## src/rtl/operand_seq_if.sv

```systemverilog
// Operand/ALU sequencer bus: push-button inputs, ALU strobes and operand/result outputs.
// alu_start is a one-cycle request; alu_done is a one-cycle response strobe with alu_res valid alongside it.
interface operand_seq_if;
  logic [3:0]  btn;
  logic        go;
  logic [2:0]  op_sel;
  logic        alu_done;
  logic [31:0] alu_res;
  logic [31:0] a_out;
  logic [31:0] b_out;
  logic [2:0]  alu_op;
  logic        alu_start;
  logic [31:0] res_out;
  logic        err;
  logic [2:0]  digit_sel;
  logic [7:0]  blink;
  logic [2:0]  state_out;

  modport slave (
    input  btn, go, op_sel, alu_done, alu_res,
    output a_out, b_out, alu_op, alu_start, res_out, err, digit_sel, blink, state_out
  );

  modport master (
    output btn, go, op_sel, alu_done, alu_res,
    input  a_out, b_out, alu_op, alu_start, res_out, err, digit_sel, blink, state_out
  );
endinterface

```

## src/rtl/operand_seq_ctrl.sv

```systemverilog
// Push-button operand editor that issues one ALU operation, waits for completion
// with a 256-cycle timeout, and shows the result.
module operand_seq_ctrl (
  input  logic clk,
  input  logic rst_n,
  operand_seq_if.slave bus
);

  typedef enum logic [2:0] {
    S_EDIT_A = 3'd0,
    S_EDIT_B = 3'd1,
    S_ISSUE  = 3'd2,
    S_WAIT   = 3'd3,
    S_SHOW   = 3'd4
  } state_t;

  state_t      state_q, state_d;
  logic [4:0]  sync1_q, sync2_q, prev_q;
  logic [2:0]  arm_q;
  logic [31:0] a_q, a_d, b_q, b_d, res_q, res_d;
  logic [2:0]  op_q, op_d, dsel_q, dsel_d;
  logic        err_q, err_d;
  logic [7:0]  cnt_q, cnt_d;
  logic [7:0]  blink_q, blink_d;

  logic [4:0]  raw;
  logic [4:0]  edge_w;
  logic        act_next, act_prev, act_inc, act_dec, act_go;
  logic [4:0]  nib_lo;
  logic        edit_st;

  assign raw = {bus.go, bus.btn};

  // Edges stay masked until the synchronizer and previous-value stages have
  // refilled after reset, so a button held through reset never fires.
  assign edge_w = sync2_q & ~prev_q & {5{arm_q[2]}};

  assign act_next = edge_w[0];
  assign act_prev = edge_w[1] & ~edge_w[0];
  assign act_inc  = edge_w[2] & ~|edge_w[1:0];
  assign act_dec  = edge_w[3] & ~|edge_w[2:0];
  assign act_go   = edge_w[4] & ~|edge_w[3:0];
  assign nib_lo   = {dsel_q, 2'b00};
  assign edit_st  = (state_q == S_EDIT_A) || (state_q == S_EDIT_B) || (state_q == S_SHOW);

  always_ff @(posedge clk or negedge rst_n) begin
    if (!rst_n) begin
      sync1_q <= '0;
      sync2_q <= '0;
      prev_q  <= '0;
      arm_q   <= '0;
    end else begin
      sync1_q <= raw;
      sync2_q <= sync1_q;
      prev_q  <= sync2_q;
      arm_q   <= {arm_q[1:0], 1'b1};
    end
  end

  always_comb begin
    state_d = state_q;
    a_d     = a_q;
    b_d     = b_q;
    op_d    = op_q;
    res_d   = res_q;
    err_d   = err_q;
    dsel_d  = dsel_q;
    cnt_d   = cnt_q;
    if (edit_st) begin
      if (act_next) dsel_d = dsel_q + 3'd1;
      if (act_prev) dsel_d = dsel_q - 3'd1;
    end
    case (state_q)
      S_EDIT_A: begin
        if (act_inc) a_d[nib_lo +: 4] = a_q[nib_lo +: 4] + 4'd1;
        if (act_dec) a_d[nib_lo +: 4] = a_q[nib_lo +: 4] - 4'd1;
        if (act_go) begin
          state_d = S_EDIT_B;
          dsel_d  = 3'd0;
        end
      end
      S_EDIT_B: begin
        if (act_inc) b_d[nib_lo +: 4] = b_q[nib_lo +: 4] + 4'd1;
        if (act_dec) b_d[nib_lo +: 4] = b_q[nib_lo +: 4] - 4'd1;
        if (act_go) state_d = S_ISSUE;
      end
      S_ISSUE: begin
        op_d    = bus.op_sel;
        cnt_d   = 8'd0;
        state_d = S_WAIT;
      end
      S_WAIT: begin
        // A done strobe in the final timeout cycle still delivers its result.
        if (bus.alu_done) begin
          res_d   = bus.alu_res;
          err_d   = 1'b0;
          state_d = S_SHOW;
        end else if (cnt_q == 8'hFF) begin
          res_d   = 32'd0;
          err_d   = 1'b1;
          state_d = S_SHOW;
        end else begin
          cnt_d = cnt_q + 8'd1;
        end
      end
      S_SHOW: begin
        if (act_go) begin
          state_d = S_EDIT_A;
          err_d   = 1'b0;
          dsel_d  = 3'd0;
        end
      end
      default: state_d = S_EDIT_A;
    endcase
    blink_d = 8'h00;
    if ((state_d == S_EDIT_A) || (state_d == S_EDIT_B) || (state_d == S_SHOW))
      blink_d = 8'h01 << dsel_d;
  end

  always_ff @(posedge clk or negedge rst_n) begin
    if (!rst_n) begin
      state_q <= S_EDIT_A;
      a_q     <= 32'h87654321;
      b_q     <= 32'h12345678;
      op_q    <= 3'd0;
      res_q   <= 32'd0;
      err_q   <= 1'b0;
      dsel_q  <= 3'd0;
      cnt_q   <= 8'd0;
      blink_q <= 8'h01;
    end else begin
      state_q <= state_d;
      a_q     <= a_d;
      b_q     <= b_d;
      op_q    <= op_d;
      res_q   <= res_d;
      err_q   <= err_d;
      dsel_q  <= dsel_d;
      cnt_q   <= cnt_d;
      blink_q <= blink_d;
    end
  end

  assign bus.a_out     = a_q;
  assign bus.b_out     = b_q;
  assign bus.alu_op    = op_q;
  assign bus.alu_start = (state_q == S_ISSUE);
  assign bus.res_out   = res_q;
  assign bus.err       = err_q;
  assign bus.digit_sel = dsel_q;
  assign bus.blink     = blink_q;
  assign bus.state_out = state_q;

endmodule

```

## src/flat_wrapper.sv

```systemverilog
// flat-port wrapper written by rule: the top's interface ports become plain ports
module operand_seq_ctrl_flat 
  (clk, rst_n, bus_btn, bus_go, bus_op_sel, bus_alu_done, bus_alu_res, bus_a_out, bus_b_out, bus_alu_op, bus_alu_start, bus_res_out, bus_err, bus_digit_sel, bus_blink, bus_state_out);
  operand_seq_if bus_i ();
  input  logic clk;
  input  logic rst_n;
  input wire logic [$bits(bus_i.btn)-1:0] bus_btn;
  input wire logic [$bits(bus_i.go)-1:0] bus_go;
  input wire logic [$bits(bus_i.op_sel)-1:0] bus_op_sel;
  input wire logic [$bits(bus_i.alu_done)-1:0] bus_alu_done;
  input wire logic [$bits(bus_i.alu_res)-1:0] bus_alu_res;
  output wire logic [$bits(bus_i.a_out)-1:0] bus_a_out;
  output wire logic [$bits(bus_i.b_out)-1:0] bus_b_out;
  output wire logic [$bits(bus_i.alu_op)-1:0] bus_alu_op;
  output wire logic [$bits(bus_i.alu_start)-1:0] bus_alu_start;
  output wire logic [$bits(bus_i.res_out)-1:0] bus_res_out;
  output wire logic [$bits(bus_i.err)-1:0] bus_err;
  output wire logic [$bits(bus_i.digit_sel)-1:0] bus_digit_sel;
  output wire logic [$bits(bus_i.blink)-1:0] bus_blink;
  output wire logic [$bits(bus_i.state_out)-1:0] bus_state_out;
  assign bus_i.btn = bus_btn;
  assign bus_i.go = bus_go;
  assign bus_i.op_sel = bus_op_sel;
  assign bus_i.alu_done = bus_alu_done;
  assign bus_i.alu_res = bus_alu_res;
  assign bus_a_out = bus_i.a_out;
  assign bus_b_out = bus_i.b_out;
  assign bus_alu_op = bus_i.alu_op;
  assign bus_alu_start = bus_i.alu_start;
  assign bus_res_out = bus_i.res_out;
  assign bus_err = bus_i.err;
  assign bus_digit_sel = bus_i.digit_sel;
  assign bus_blink = bus_i.blink;
  assign bus_state_out = bus_i.state_out;
  operand_seq_ctrl u_core (.clk(clk), .rst_n(rst_n), .bus(bus_i));
endmodule
```

## config.mk

```make
export PLATFORM = sky130hd
export DESIGN_NAME = operand_seq_ctrl_flat
export DESIGN_NICKNAME = d
export VERILOG_FILES = /design/src/rtl/operand_seq_if.sv /design/src/rtl/operand_seq_ctrl.sv /design/src/flat_wrapper.sv
export SDC_FILE = /design/constraint.sdc
export NUM_CORES = 1
export LEC_CHECK = 0
export CORE_MARGIN = 3
export CORE_UTILIZATION = 35
export CTS_BUF_LIST = sky130_fd_sc_hd__clkbuf_4 sky130_fd_sc_hd__clkbuf_8 sky130_fd_sc_hd__clkbuf_16
export CTS_CLUSTER_DIAMETER = 200
export CTS_CLUSTER_SIZE = 30
export DETAILED_ROUTE_END_ITERATION = 8
export SYNTH_ARGS = -nofsm -noshare
export SYNTH_HDL_FRONTEND = slang
export SYNTH_SLANG_ARGS = --single-unit
```

## constraint.sdc

```tcl
create_clock -name clk -period 3.15 [get_ports clk]
set_clock_uncertainty 0.1 [all_clocks]
set_input_delay 0.4725 -clock clk [delete_from_list [all_inputs] [get_ports clk]]
set_output_delay 0.4725 -clock clk [all_outputs]
set_load 0.01 [all_outputs]
```

Word-level counts from Yosys, hierarchy flattened:

Cells that the tools add are included.

* bits in registers: 140
* output and inout bits: 115

* add/sub/neg operators: 8
* equal/unequal tests: 11
* shift operators: 8
* muxes and demuxes: 31
* bitwise gates (word level): 8
* reduce and logical (&&, ||, !) cells: 19

Operator list (number)
* two-way mux 32 bit: 8
* bitwise mux 32 bit: 4
* indexed part select 4 x 7 -> 32 bit: 4
* indexed part select 32 x 6 -> 4 bit: 2
* variable shift 4 x 7 -> 32 bit (first input constant): 1
* two-way mux 3 bit: 10
* two-way mux 8 bit: 3
* case mux 8 bit (2 select lines): 1
* case mux 3 bit (5 select lines): 1
* AND 5 bit: 2
* adder 4 x 1 -> 4 bit (second input constant): 2
* adder 8 x 1 -> 8 bit (second input constant): 1
* equality test 8 bit (second input constant): 1
* << shifter 1 x 3 -> 8 bit (first input constant): 1
* subtractor 4 x 1 -> 4 bit (second input constant): 2
* negation 5 -> 7 bit: 1
* equality test 3 x 1 -> 1 bit (second input constant): 2
* equality test 3 x 2 -> 1 bit (second input constant): 2
* equality test 3 bit (second input constant): 2
* logical NOT 3 bit: 2
* AND reduction 3 bit: 2
* nonzero test 2 bit: 3
* NOT 5 bit: 1
* AND 1 bit: 4
* other kinds (14): 23

Depth between registers and ports, before layout:

Gate-level depths: netlist (run 1).

* depth after elaboration: 12
* depth in mapped cells: 13
* depth with buffers taken out: 9

Least setup slack after synthesis (run 1):

OpenSTA, ideal clock, no wires.

* kind: flip-flop to flip-flop
* start point: register u_core.dsel_q[1], in the netlist u_core.bus.digit_sel[1]
* end point: register u_core.a_q[12], in the netlist u_core.bus.a_out[12]
* data arrival time: 2.825 ns
* slack: 0.100 ns
* stages on the path, launching flop included: 13
* buffers on the path: 5
* period minus slack after synthesis: 3.050 ns
* cells stage by stage: dfrtp_1 buf_4 buf_6 buf_4 inv_1 ha_1 ha_1 clkbuf_2 nand3_1 or3_1 clkbuf_1 a21oi_1 mux2_2

* word-level cells in the longest chain between the ends: 8
* elaborated cells between the ends (all ways): 12

Ends and longest elaborated chain
* start, declared: line operand_seq_ctrl.sv:21 `logic [2:0] op_q, op_d, dsel_q, dsel_d;`
* start signal, assigned: line operand_seq_ctrl.sv:138 `dsel_q <= dsel_d;`
* indexed part select 32 x 6 -> 4 bit: line operand_seq_ctrl.sv:75, operand_seq_ctrl.sv:76
* adder 4 x 1 -> 4 bit: line operand_seq_ctrl.sv:75 `if (act_inc) a_d[nib_lo +: 4] = a_q[nib_lo +: 4] + 4'd1;`
* indexed part select 4 x 7 -> 32 bit: line operand_seq_ctrl.sv:75
* bitwise mux 32 bit: line operand_seq_ctrl.sv:75
* two-way mux 32 bit: line operand_seq_ctrl.sv:75
* two-way mux 32 bit: line operand_seq_ctrl.sv:73 `case (state_q)`
* bitwise mux 32 bit: line operand_seq_ctrl.sv:76 `if (act_dec) a_d[nib_lo +: 4] = a_q[nib_lo +: 4] - 4'd1;`
* two-way mux 32 bit *: line operand_seq_ctrl.sv:76
* end signal, assigned: line operand_seq_ctrl.sv:123 `a_q <= 32'h87654321;`
* end signal, assigned: line operand_seq_ctrl.sv:133 `a_q <= a_d;`
* end, declared: line operand_seq_ctrl.sv:20 `logic [31:0] a_q, a_d, b_q, b_d, res_q, res_d;`

Mark *: on every way between the ends. The rest lies on a longest branch, timed or not. The select of a mux whose other input is x is not followed.
A chain may end at the register's enable or synchronous reset.

Worst setup path after layout (run 1):

* start point: register u_core.dsel_q[1], in the netlist u_core.bus.digit_sel[1]
* end point: register u_core.b_q[26], in the netlist u_core.bus.b_out[26]

* word-level cells in the longest chain between the ends: 8
* elaborated cells between the ends (all ways): 12

Ends and longest elaborated chain
* indexed part select 32 x 6 -> 4 bit: line operand_seq_ctrl.sv:83, operand_seq_ctrl.sv:84
* adder 4 x 1 -> 4 bit: line operand_seq_ctrl.sv:83 `if (act_inc) b_d[nib_lo +: 4] = b_q[nib_lo +: 4] + 4'd1;`
* indexed part select 4 x 7 -> 32 bit: line operand_seq_ctrl.sv:83
* bitwise mux 32 bit: line operand_seq_ctrl.sv:83
* two-way mux 32 bit: line operand_seq_ctrl.sv:83
* two-way mux 32 bit: line operand_seq_ctrl.sv:73
* bitwise mux 32 bit: line operand_seq_ctrl.sv:84 `if (act_dec) b_d[nib_lo +: 4] = b_q[nib_lo +: 4] - 4'd1;`
* two-way mux 32 bit *: line operand_seq_ctrl.sv:84
* end signal, assigned: line operand_seq_ctrl.sv:124 `b_q <= 32'h12345678;`
* end signal, assigned: line operand_seq_ctrl.sv:134 `b_q <= b_d;`
* end, declared: line operand_seq_ctrl.sv:20

Marked as above.

==> run metrics, run 1 <==
status=complete, no violations; Detailed Route WL=24000 um; Netlist Area Pre-Place=0.00748 mm2; Seq pwr share=0.283; fill count=1891; vias in the first global route=6752; CP Capture Type=register; leakage power=4.12 nW; clock sinks=140; ys flop type=dfrtp_1; Cell Area, Placed=0.00946 mm2; Post-CTS Setup Bufs=0; port bufs=157; Initial DRT Pass Iterations=5; Logic pwr share=0.532; final period utilization=0.927; CTS tree=done; CTS Buf Count=17; worst-margin pin slew=0.759 ns; Synth Warn #=0; RSZ-0062 raised after global routing=false; Worst setup SP type=register; Global Route Usage Sum=0.206; Hold Violations, Final=0; worst setup margin=0.230 ns; area delta synth->final=34.4%; cell internal pwr=0.00598 W; max-cap violation count=0; Finished Layout Cells=1138; PwrDens=1040 mW/mm2; largest net degree at the start of global routing=60; Min Clock Period, post-route=2.92 ns; Psw=0.00446 W; Max Clk Rate=0.343 GHz; Post-synth ARST share=1.00; share of cells above drive strength 1=0.188; Root Buffer=clkbuf_16; Post-synth EDFFs=0; row count=52; syn_area_per_cell=10.8 um2; routed len/inst=21.1 um; H-Tree Depth=4; CP max FO=15; Starting Density=0.362; DIE AREA=0.0231 mm2; cell count after synthesis=691; chip height=152 um; # placed instances=1105; Clk pwr share=0.185; Congestion Overflow GR=0; critical path class=reg2reg; first-pass GRT wire length=38200 um; via density per instance=5.79; Placer Congestion=0.951; Min-Delay Path Class=reg2reg; count of cell types in the netlist=75; DP Worst Slack=0.240 ns; DRC=0; I/O pin cnt=158; die width=152 um; Iteration-0 DRC Markers=376; CTS max path bufs=2; initial antenna violation count=0; post-synthesis sequential area ratio=0.473; normalized max-slew margin=0.494; CORE AREA=0.0206 mm2; Worst EP arrival=3.19 ns; Antenna Nets Post-Route=0; VDD IR-drop max=495 uV; Final Net Count=909; Syn Nets=745; post-DP HPWL=17700 um; Sw Ratio=0.427; WP data required=3.42 ns; register bit total from synthesis=140; worst reg-to-reg setup slack=0.23 ns; max-slew violations=0; CTS clk-pin slew, worst paths=0.06 ns; final setup TNS=0 ns; Final Instance Area=0.0100 mm2; final setup fails=0; ANT cells=0; worst skew pair latency=0.43 ns; Vias=6587
[critical path, cell delays in order, from the launching register on]
cell       delay [ns]
dfrtp_1          0.37
buf_4            0.29
mux4_2           0.58
mux2i_4          0.16
inv_1            0.11
ha_1             0.38
xor2_1           0.26
a2111oi_0        0.42
a22o_1           0.18
[final cells by class]
| cell class | count | area (um2) | share of cell area |
|---|---|---|---|
| Multi-Input combinational cell | 481 | 3660 | 0.364 |
| Sequential cell | 140 | 3540 | 0.352 |
| Timing Repair Buffer | 196 | 1880 | 0.187 |
| Clock buffer | 18 | 439 | 0.0437 |
| Tap cell | 270 | 338 | 0.0336 |
| Clock inverter | 14 | 123 | 0.0122 |
| Inverter | 19 | 71.3 | 0.00710 |
[cells by family (layout without fill, tap and decap cells)]
group,count (synthesis),after routing,synth area share
and+or+nand+nor,207,207,0.145
AOI/OAI and AO/OA,198,198,0.192
DFF,140,140,0.473
buffers and inverters,70,247,0.0408
muxes,48,48,0.108
xor gates and xnor gates,16,16,0.0218
adders and majority gates,11,11,0.0184
other,1,1,0.000502
[synth_stat cells, drive strengths merged (8+ instances only)]
cell	n	share of area
nand3	18	0.013
mux2	18	0.027
o21ai	30	0.020
a221oi	10	0.012
buf	16	0.014
dfstp	27	0.095
nand4	12	0.010
ha	11	0.018
a22o	37	0.043
nor2	50	0.025
nor3	13	0.010
inv	19	0.0095
dfrtp	113	0.38
a211oi	13	0.014
nand2	48	0.024
clkbuf	35	0.018
mux2i	10	0.019
and3	13	0.011
xor2	8	0.010
a31oi	8	0.0067
nand2b	9	0.0075
a21oi	42	0.028
mux4	20	0.062
xnor2	8	0.011
[cells in the final DEF, fill, tap and decap left out, drive strengths merged, types with 7 or more instances in the layout]
cell	instances
clkdlybuf4s50	156
dfrtp	113
nor2	50
nand2	48
a21oi	42
buf	39
a22o	37
o21ai	30
inv	28
dfstp	27
mux4	20
mux2	18
clkbuf	18
nand3	18
and3	13
a211oi	13
nor3	13
nand4	12
ha	11
a221oi	10
mux2i	10
nand2b	9
a31oi	8
xor2	8
xnor2	8
a32o	7
or3	7
[power by group through the flow]
| stage | registers (W) | clock network, W | logic [W] |
|---|---|---|---|
| final | 0.00295 | 0.00193 | 0.00555 |
| after global routing | 0.00303 | 0.00205 | 0.00596 |
| after CTS | 0.00295 | 0.00197 | 0.00548 |
| after detailed placement | 0.00297 | 0 | 0.00548 |
| after global placement | 0.00298 | 0 | 0.00544 |
| after floorplan | 0.00304 | 0 | 0.00299 |
[per-layer routing]
layer  part of all wire  up-vias  wire length (um)  track usage
li1                   -     2962                 -            -
met5                  0        -                 0            0
met3              0.082       38              1970       0.0599
met2               0.47      312             11400        0.334
met1               0.42     3275             10200        0.272
met4              0.020        0               483       0.0578
[registers in the layout (all words and copies together), names as in the netlist, 3 cells and up]
register	flops
u_core.sync2_q	5
u_core.sync1_q	5
u_core.prev_q	5
u_core.arm_q	3
u_core.bus.state_out	3
u_core.bus.b_out	32
u_core.bus.alu_op	3
u_core.bus.blink	8
u_core.cnt_q	8
u_core.bus.res_out	32
u_core.bus.a_out	32
u_core.bus.digit_sel	3
[worst paths after layout]
| check | start | end | cells past startpoint |
|---|---|---|---|
| setup / recovery | u_core.bus.digit_sel[1] | u_core.bus.b_out[26] | 8 |
| hold / removal | u_core.arm_q[0] | u_core.arm_q[1] | 0 |
| setup reg to reg | u_core.bus.digit_sel[1] | u_core.bus.b_out[26] | 8 |
| hold reg to reg | u_core.arm_q[0] | u_core.arm_q[1] | 0 |
| max in group asynchronous | rst_n | u_core.bus.a_out[0] | 3 |
| min in group asynchronous | rst_n | u_core.bus.b_out[13] | 2 |
[through the flow]
stage,total power (W),utilization,hold WS [ns]
finish,0.0104,0.487,0.248
global placement,0.00841,0.459,0.233
global route,0.0110,0.487,0.260
CTS,0.0104,0.486,0.253
detailed placement,0.00844,0.459,0.237
floorplan,0.00603,-,0.0769
[repair_timing]
action	4_1_cts	5_1_grt
endpoints found under the hold margin	39	0
endpoints found under the setup margin	0	3
resized for setup	0	1
hold buffers	1	0
(Power assumes the default switching activity.)
==> inputs of run 2 (changes only) <==
--- a/config.mk
+++ b/config.mk
@@ -11,6 +11,7 @@
 export CTS_CLUSTER_DIAMETER = 200
 export CTS_CLUSTER_SIZE = 30
 export DETAILED_ROUTE_END_ITERATION = 8
+export SLEW_MARGIN = 10
 export SYNTH_ARGS = -nofsm -noshare
 export SYNTH_HDL_FRONTEND = slang
 export SYNTH_SLANG_ARGS = --single-unit
==> constraint.sdc (replaced) <==
create_clock -name clk -period 2.5 [get_ports clk]
set_clock_uncertainty 0.1 [all_clocks]
set_input_delay 0.375 -clock clk [delete_from_list [all_inputs] [get_ports clk]]
set_output_delay 0.375 -clock clk [all_outputs]
set_load 0.01 [all_outputs]
==> run metrics, run 2 (same netlist as run 1, synthesis figures left out) <==
via density per instance=5.62; worst reg2reg endpoint=u_core.bus.b_out[10]; Cell Area, Placed=0.0105 mm2; Worst setup SP type=register; Root Buffer=clkbuf_16; r2r startpoint=u_core.bus.digit_sel[1]; CTS Buf Count=17; CTS tree=done; Reg2Reg Depth=7; Post-Route Utilization=0.561; Placer Congestion=0.927; max-slew violations=0; fill count=1769; Vias=7088; critical hold path startpoint=u_core.sync1_q[4]; area of the multi-input gates=0.00413 mm2; Detailed Route WL=27000 um; WP data required=2.77 ns; CORE AREA=0.0206 mm2; worst skew pair latency=0.43 ns; Initial DRT Pass Iterations=5; initial antenna violation count=0; Antenna Nets Post-Route=0; register area=0.00354 mm2; H-Tree Depth=4; hold depth=0; leakage power=4.81 nW; port bufs=157; VDD IR-drop max=718 uV; RSZ-0062 raised after global routing=true; row count=52; Congestion Overflow GR=0; Hold EP=u_core.sync2_q[4]; area delta synth->final=54.7%; share of cells above drive strength 1=0.368; worst-margin pin slew=0.678 ns; Final Net Count=1033; hold slack=0.249 ns; final setup fails=6; largest net degree at the start of global routing=55; chip height=152 um; PwrDens=1360 mW/mm2; Max Clk Rate=0.392 GHz; clock sinks=140; max-cap violation count=0; DRC=0; I/O pin cnt=158; worst reg-to-reg setup slack=-0.05 ns; CP max FO=9; Final Instance Area=0.0116 mm2; Global Route Usage Sum=0.227; leading cell type in the layout, fill and taps excluded=clkdlybuf4s50_1; CTS max path bufs=2; ANT cells=0; normalized max-slew margin=0.547; CTS clk-pin slew, worst paths=0.06 ns; critical path class=reg2reg; Starting Density=0.362; routed len/inst=21.4 um; Min-Delay Path Class=reg2reg; status=finished, violations left; vias in the first global route=7436; Worst EP arrival=2.82 ns; Iteration-0 DRC Markers=449; post-DP HPWL=20400 um; final setup TNS=-0.132 ns; most frequent cells in the layout=156 x clkdlybuf4s50_1, 146 x buf_4, 108 x dfrtp_1; DIE AREA=0.0231 mm2; failing checks=negative setup slack; die width=152 um; worst setup margin=-0.0516 ns; final period utilization=1.02; Tot Pwr=0.0157 W; Hold Violations, Final=0; CP Capture Type=register; first-pass GRT wire length=41900 um; Min Clock Period, post-route=2.55 ns
## run 2: cell count changes in the layout (fill, tap and decap cells not counted), moves of 9 or more
cell | before | now
buf_4 | 37 | 146
a21oi_1 | 42 | 33
o21ai_1 | 1 | 10
a211oi_1 | 12 | 3
o21ai_0 | 29 | 19
a211oi_2 | 1 | 10
## run 2: what timing repair did
| item | 4_1_cts | 5_1_grt |
|---|---|---|
| buffers inserted | 9 | 12 |
| endpoints found under the hold margin | 31 | 0 |
| resized for setup | 28 | 46 |
| hold buffers | 1 | 0 |
| pin swaps | 7 | 16 |
| endpoints found under the setup margin | 41 | 57 |
## run 2: report_power, final
part | switching (W) | leakage, nW | internal, W
clock network | 0.00105 | 0.263 | 0.00131
logic | 0.00470 | 2.80 | 0.00481
registers | 0.000729 | 1.75 | 0.00307
## run 2: routing by layer
layer	vias to the layer above	wire [um]	global-route usage
li1	3196	-	-
met1	3566	11300	0.291
met2	273	13500	0.387
met3	53	1580	0.0517
met4	0	643	0.0676
met5	-	0	0
## run 2: worst max-delay path by stage
stage | start | end | slack (ns)
global placement | u_core.bus.digit_sel[0] | u_core.bus.a_out[12] | -0.22
global route | u_core.bus.digit_sel[1] | u_core.bus.b_out[3] | -0.10
detailed placement | u_core.bus.digit_sel[0] | u_core.bus.a_out[12] | -0.20
finish | u_core.bus.digit_sel[1] | u_core.bus.b_out[10] | -0.05
CTS | u_core.bus.digit_sel[0] | u_core.bus.a_out[0] | -0.05
floorplan | u_core.bus.digit_sel[1] | u_core.bus.a_out[12] | -0.21
## run 2: worst max-delay path: stages (launching register included)
cell and delay [ns]:
dfrtp_2 0.55, mux4_2 0.59, mux2i_4 0.26, ha_1 0.28, buf_4 0.21, o221ai_1 0.14, a21oi_1 0.19, o22a_1 0.17
## run 2: area by class of cell
class                           count  share of cell area
Clock buffer                       19              0.0381
Timing Repair Buffer              320               0.253
Tap cell                          270              0.0292
Multi-Input combinational cell    481               0.357
Inverter                           19             0.00682
Sequential cell                   140               0.306
Clock inverter                     13             0.00887
## run 2: per-stage QoR
step                      cells  setup slack [ns]
after floorplan             691            -0.212
after global placement     1208            -0.222
after detailed placement   1208            -0.196
after CTS                  1250           -0.0459
after global routing       1262            -0.105
final                      1262           -0.0516
==> inputs of run 3 (changes only) <==
--- a/config.mk
+++ b/config.mk
@@ -11,6 +11,7 @@
 export CTS_CLUSTER_DIAMETER = 200
 export CTS_CLUSTER_SIZE = 30
 export DETAILED_ROUTE_END_ITERATION = 8
+export GPL_TIMING_DRIVEN = 0
 export SLEW_MARGIN = 10
 export SYNTH_ARGS = -nofsm -noshare
 export SYNTH_HDL_FRONTEND = slang
==> run metrics, run 3 (same netlist as run 1, synthesis figures left out) <==
status=finished, violations left; failing checks=negative setup slack; port bufs=157; worst skew pair latency=0.43 ns; CTS clk-pin slew, worst paths=0.06 ns; cell internal pwr=0.0102 W; Worst EP arrival=3.04 ns; fill count=1555; critical path class=reg2reg; first-pass GRT wire length=42200 um; max-slew violations=0; most frequent CP cell=buf_12; largest net degree at the start of global routing=81; r2r startpoint=u_core.bus.digit_sel[1]; Logic pwr share=0.646; Psw=0.00772 W; hold depth=0; Reg2Reg Depth=12; Crit path largest cell delay=0.44 ns; Sw Ratio=0.431; worst reg-to-reg setup slack=-0.29 ns; worst reg2reg endpoint=u_core.bus.a_out[22]; share of cells above drive strength 1=0.431; WP data required=2.75 ns; Placer Congestion=0.938; H-Tree Depth=4; RSZ-0062 raised after global routing=true; Max Clk Rate=0.359 GHz; final setup TNS=-7.54 ns; hold slack=0.247 ns; CTS Buf Count=17; Seq pwr share=0.208; Slowest-stage cell, CP=dfrtp_2; chip height=152 um; Iteration-0 DRC Markers=870; CP Capture Type=register; CP Buf/Inv Count=5; Hold EP=u_core.arm_q[1]; via density per instance=5.95; CP max FO=6; I/O pin cnt=158; most frequent cells in the layout=156 x clkdlybuf4s50_1, 108 x dfrtp_1, 77 x buf_4; final period utilization=1.11; Worst setup SP type=register; Starting Density=0.362; Clk pwr share=0.146; Antenna Nets Post-Route=0; Detailed Route WL=28700 um; Initial DRT Pass Iterations=7; Final Net Count=1024; Post-Route Utilization=0.608; Congestion Overflow GR=0; CP Depth=12; critical path, cell by cell=buf_12 -> buf_12 -> buf_12 -> buf_4 -> mux4_2 -> nand2_2 -> nand2_4 -> ha_4 -> clkbuf_16 -> a221oi_4 -> o21ai_1 -> o21ai_1; Global Route Usage Sum=0.228; DRC=0; area delta synth->final=67.6%; vias in the first global route=7174; Min-Delay Path Class=reg2reg; CTS tree=done; initial antenna violation count=0; DIE AREA=0.0231 mm2; Vias=7454; # placed instances=1119; ANT cells=0; Root Buffer=clkbuf_16; row count=52; critical hold path startpoint=u_core.arm_q[0]; clock sinks=140; worst setup margin=-0.285 ns; leakage power=5.06 nW; leading cell type in the layout, fill and taps excluded=clkdlybuf4s50_1; CP delay by family, top=buffers and inverters; post-DP HPWL=18300 um; normalized max-slew margin=0.494; DP Worst Slack=-0.712 ns; Finished Layout Cells=1253; Hold Violations, Final=0; VDD IR-drop max=606 uV; routed len/inst=22.9 um; Min Clock Period, post-route=2.79 ns; die width=152 um; worst-margin pin slew=0.760 ns; final setup fails=61; PwrDens=1430 mW/mm2; CTS max path bufs=2; CORE AREA=0.0206 mm2; max-cap violation count=0
-- run 3: cell count changes in the layout (fill, tap and decap cells not counted), moves of 10 or more --
| cell | before | now |
|---|---|---|
| buf_4 | 146 | 77 |
| buf_6 | 9 | 28 |
| a21oi_1 | 33 | 20 |
| nand2_1 | 43 | 29 |
| o21ai_2 | 0 | 10 |
| a21oi_2 | 5 | 15 |
| clkbuf_1 | 0 | 12 |
| o21ai_0 | 19 | 8 |
-- run 3: worst max path at each step --
stage	start	end
4_1_cts	u_core.bus.digit_sel[1]	u_core.bus.a_out[12]
2_1_floorplan	u_core.bus.digit_sel[1]	u_core.bus.a_out[12]
5_1_grt	u_core.bus.digit_sel[1]	u_core.bus.a_out[22]
3_3_place_gp	rst_n	u_core.bus.digit_sel[1]
6_report	u_core.bus.digit_sel[1]	u_core.bus.a_out[22]
3_5_place_dp	u_core.bus.digit_sel[1]	u_core.bus.a_out[4]
-- run 3: power groups by stage --
stage | clock network, W | registers [W] | logic (W)
2_1_floorplan | 0 | 0.00383 | 0.00431
3_3_place_gp | 0 | 0.00371 | 0.00736
3_5_place_dp | 0 | 0.00370 | 0.00741
4_1_cts | 0.00264 | 0.00369 | 0.0101
5_1_grt | 0.00274 | 0.00381 | 0.0121
6_report | 0.00261 | 0.00373 | 0.0116
-- run 3: worst register-to-register path: stages, from the launching register on --
cell       delay, ns
dfrtp_2         0.44
buf_12          0.15
buf_12          0.14
buf_12          0.15
buf_4           0.14
mux4_2          0.44
nand2_2         0.11
nand2_4         0.09
ha_4            0.19
clkbuf_16       0.16
a221oi_4        0.25
o21ai_1         0.15
o21ai_1         0.21
-- run 3: what timing repair did --
| item | 4_1_cts | 5_1_grt |
|---|---|---|
| hold buffers | 1 | 0 |
| pin swaps | 57 | 59 |
| endpoints found under the setup margin | 74 | 76 |
| hold endpoints to repair | 45 | 0 |
| cloned | 6 | 1 |
| setup buffers | 67 | 41 |
| resized for setup | 192 | 100 |
-- run 3: metal layers --
layer / GRT usage / part of all wire / vias to the layer above
met2: 0.367 / 0.47 / 494
met3: 0.0551 / 0.095 / 124
li1: - / - / 3205
met5: 0 / 0 / -
met1: 0.303 / 0.39 / 3631
met4: 0.0805 / 0.045 / 0
-- run 3: final cells by class --
| type | instances | area (um2) | area share |
|---|---|---|---|
| multi-input cells | 482 | 4900 | 0.391 |
| flip-flops and latches | 140 | 3540 | 0.283 |
| repair buffers | 273 | 2710 | 0.216 |
| clock buffers | 19 | 447 | 0.0356 |
| plain buffers | 37 | 342 | 0.0273 |
| well taps | 270 | 338 | 0.0270 |
| clock inverters | 13 | 155 | 0.0124 |
| inverters | 19 | 103 | 0.00819 |
-- run 3: metrics by stage --
step	area (um2)	power [W]
2_1_floorplan	7770	0.00814
3_3_place_gp	9680	0.0111
3_5_place_dp	9720	0.0111
4_1_cts	11800	0.0165
5_1_grt	12500	0.0186
6_report	12500	0.0179
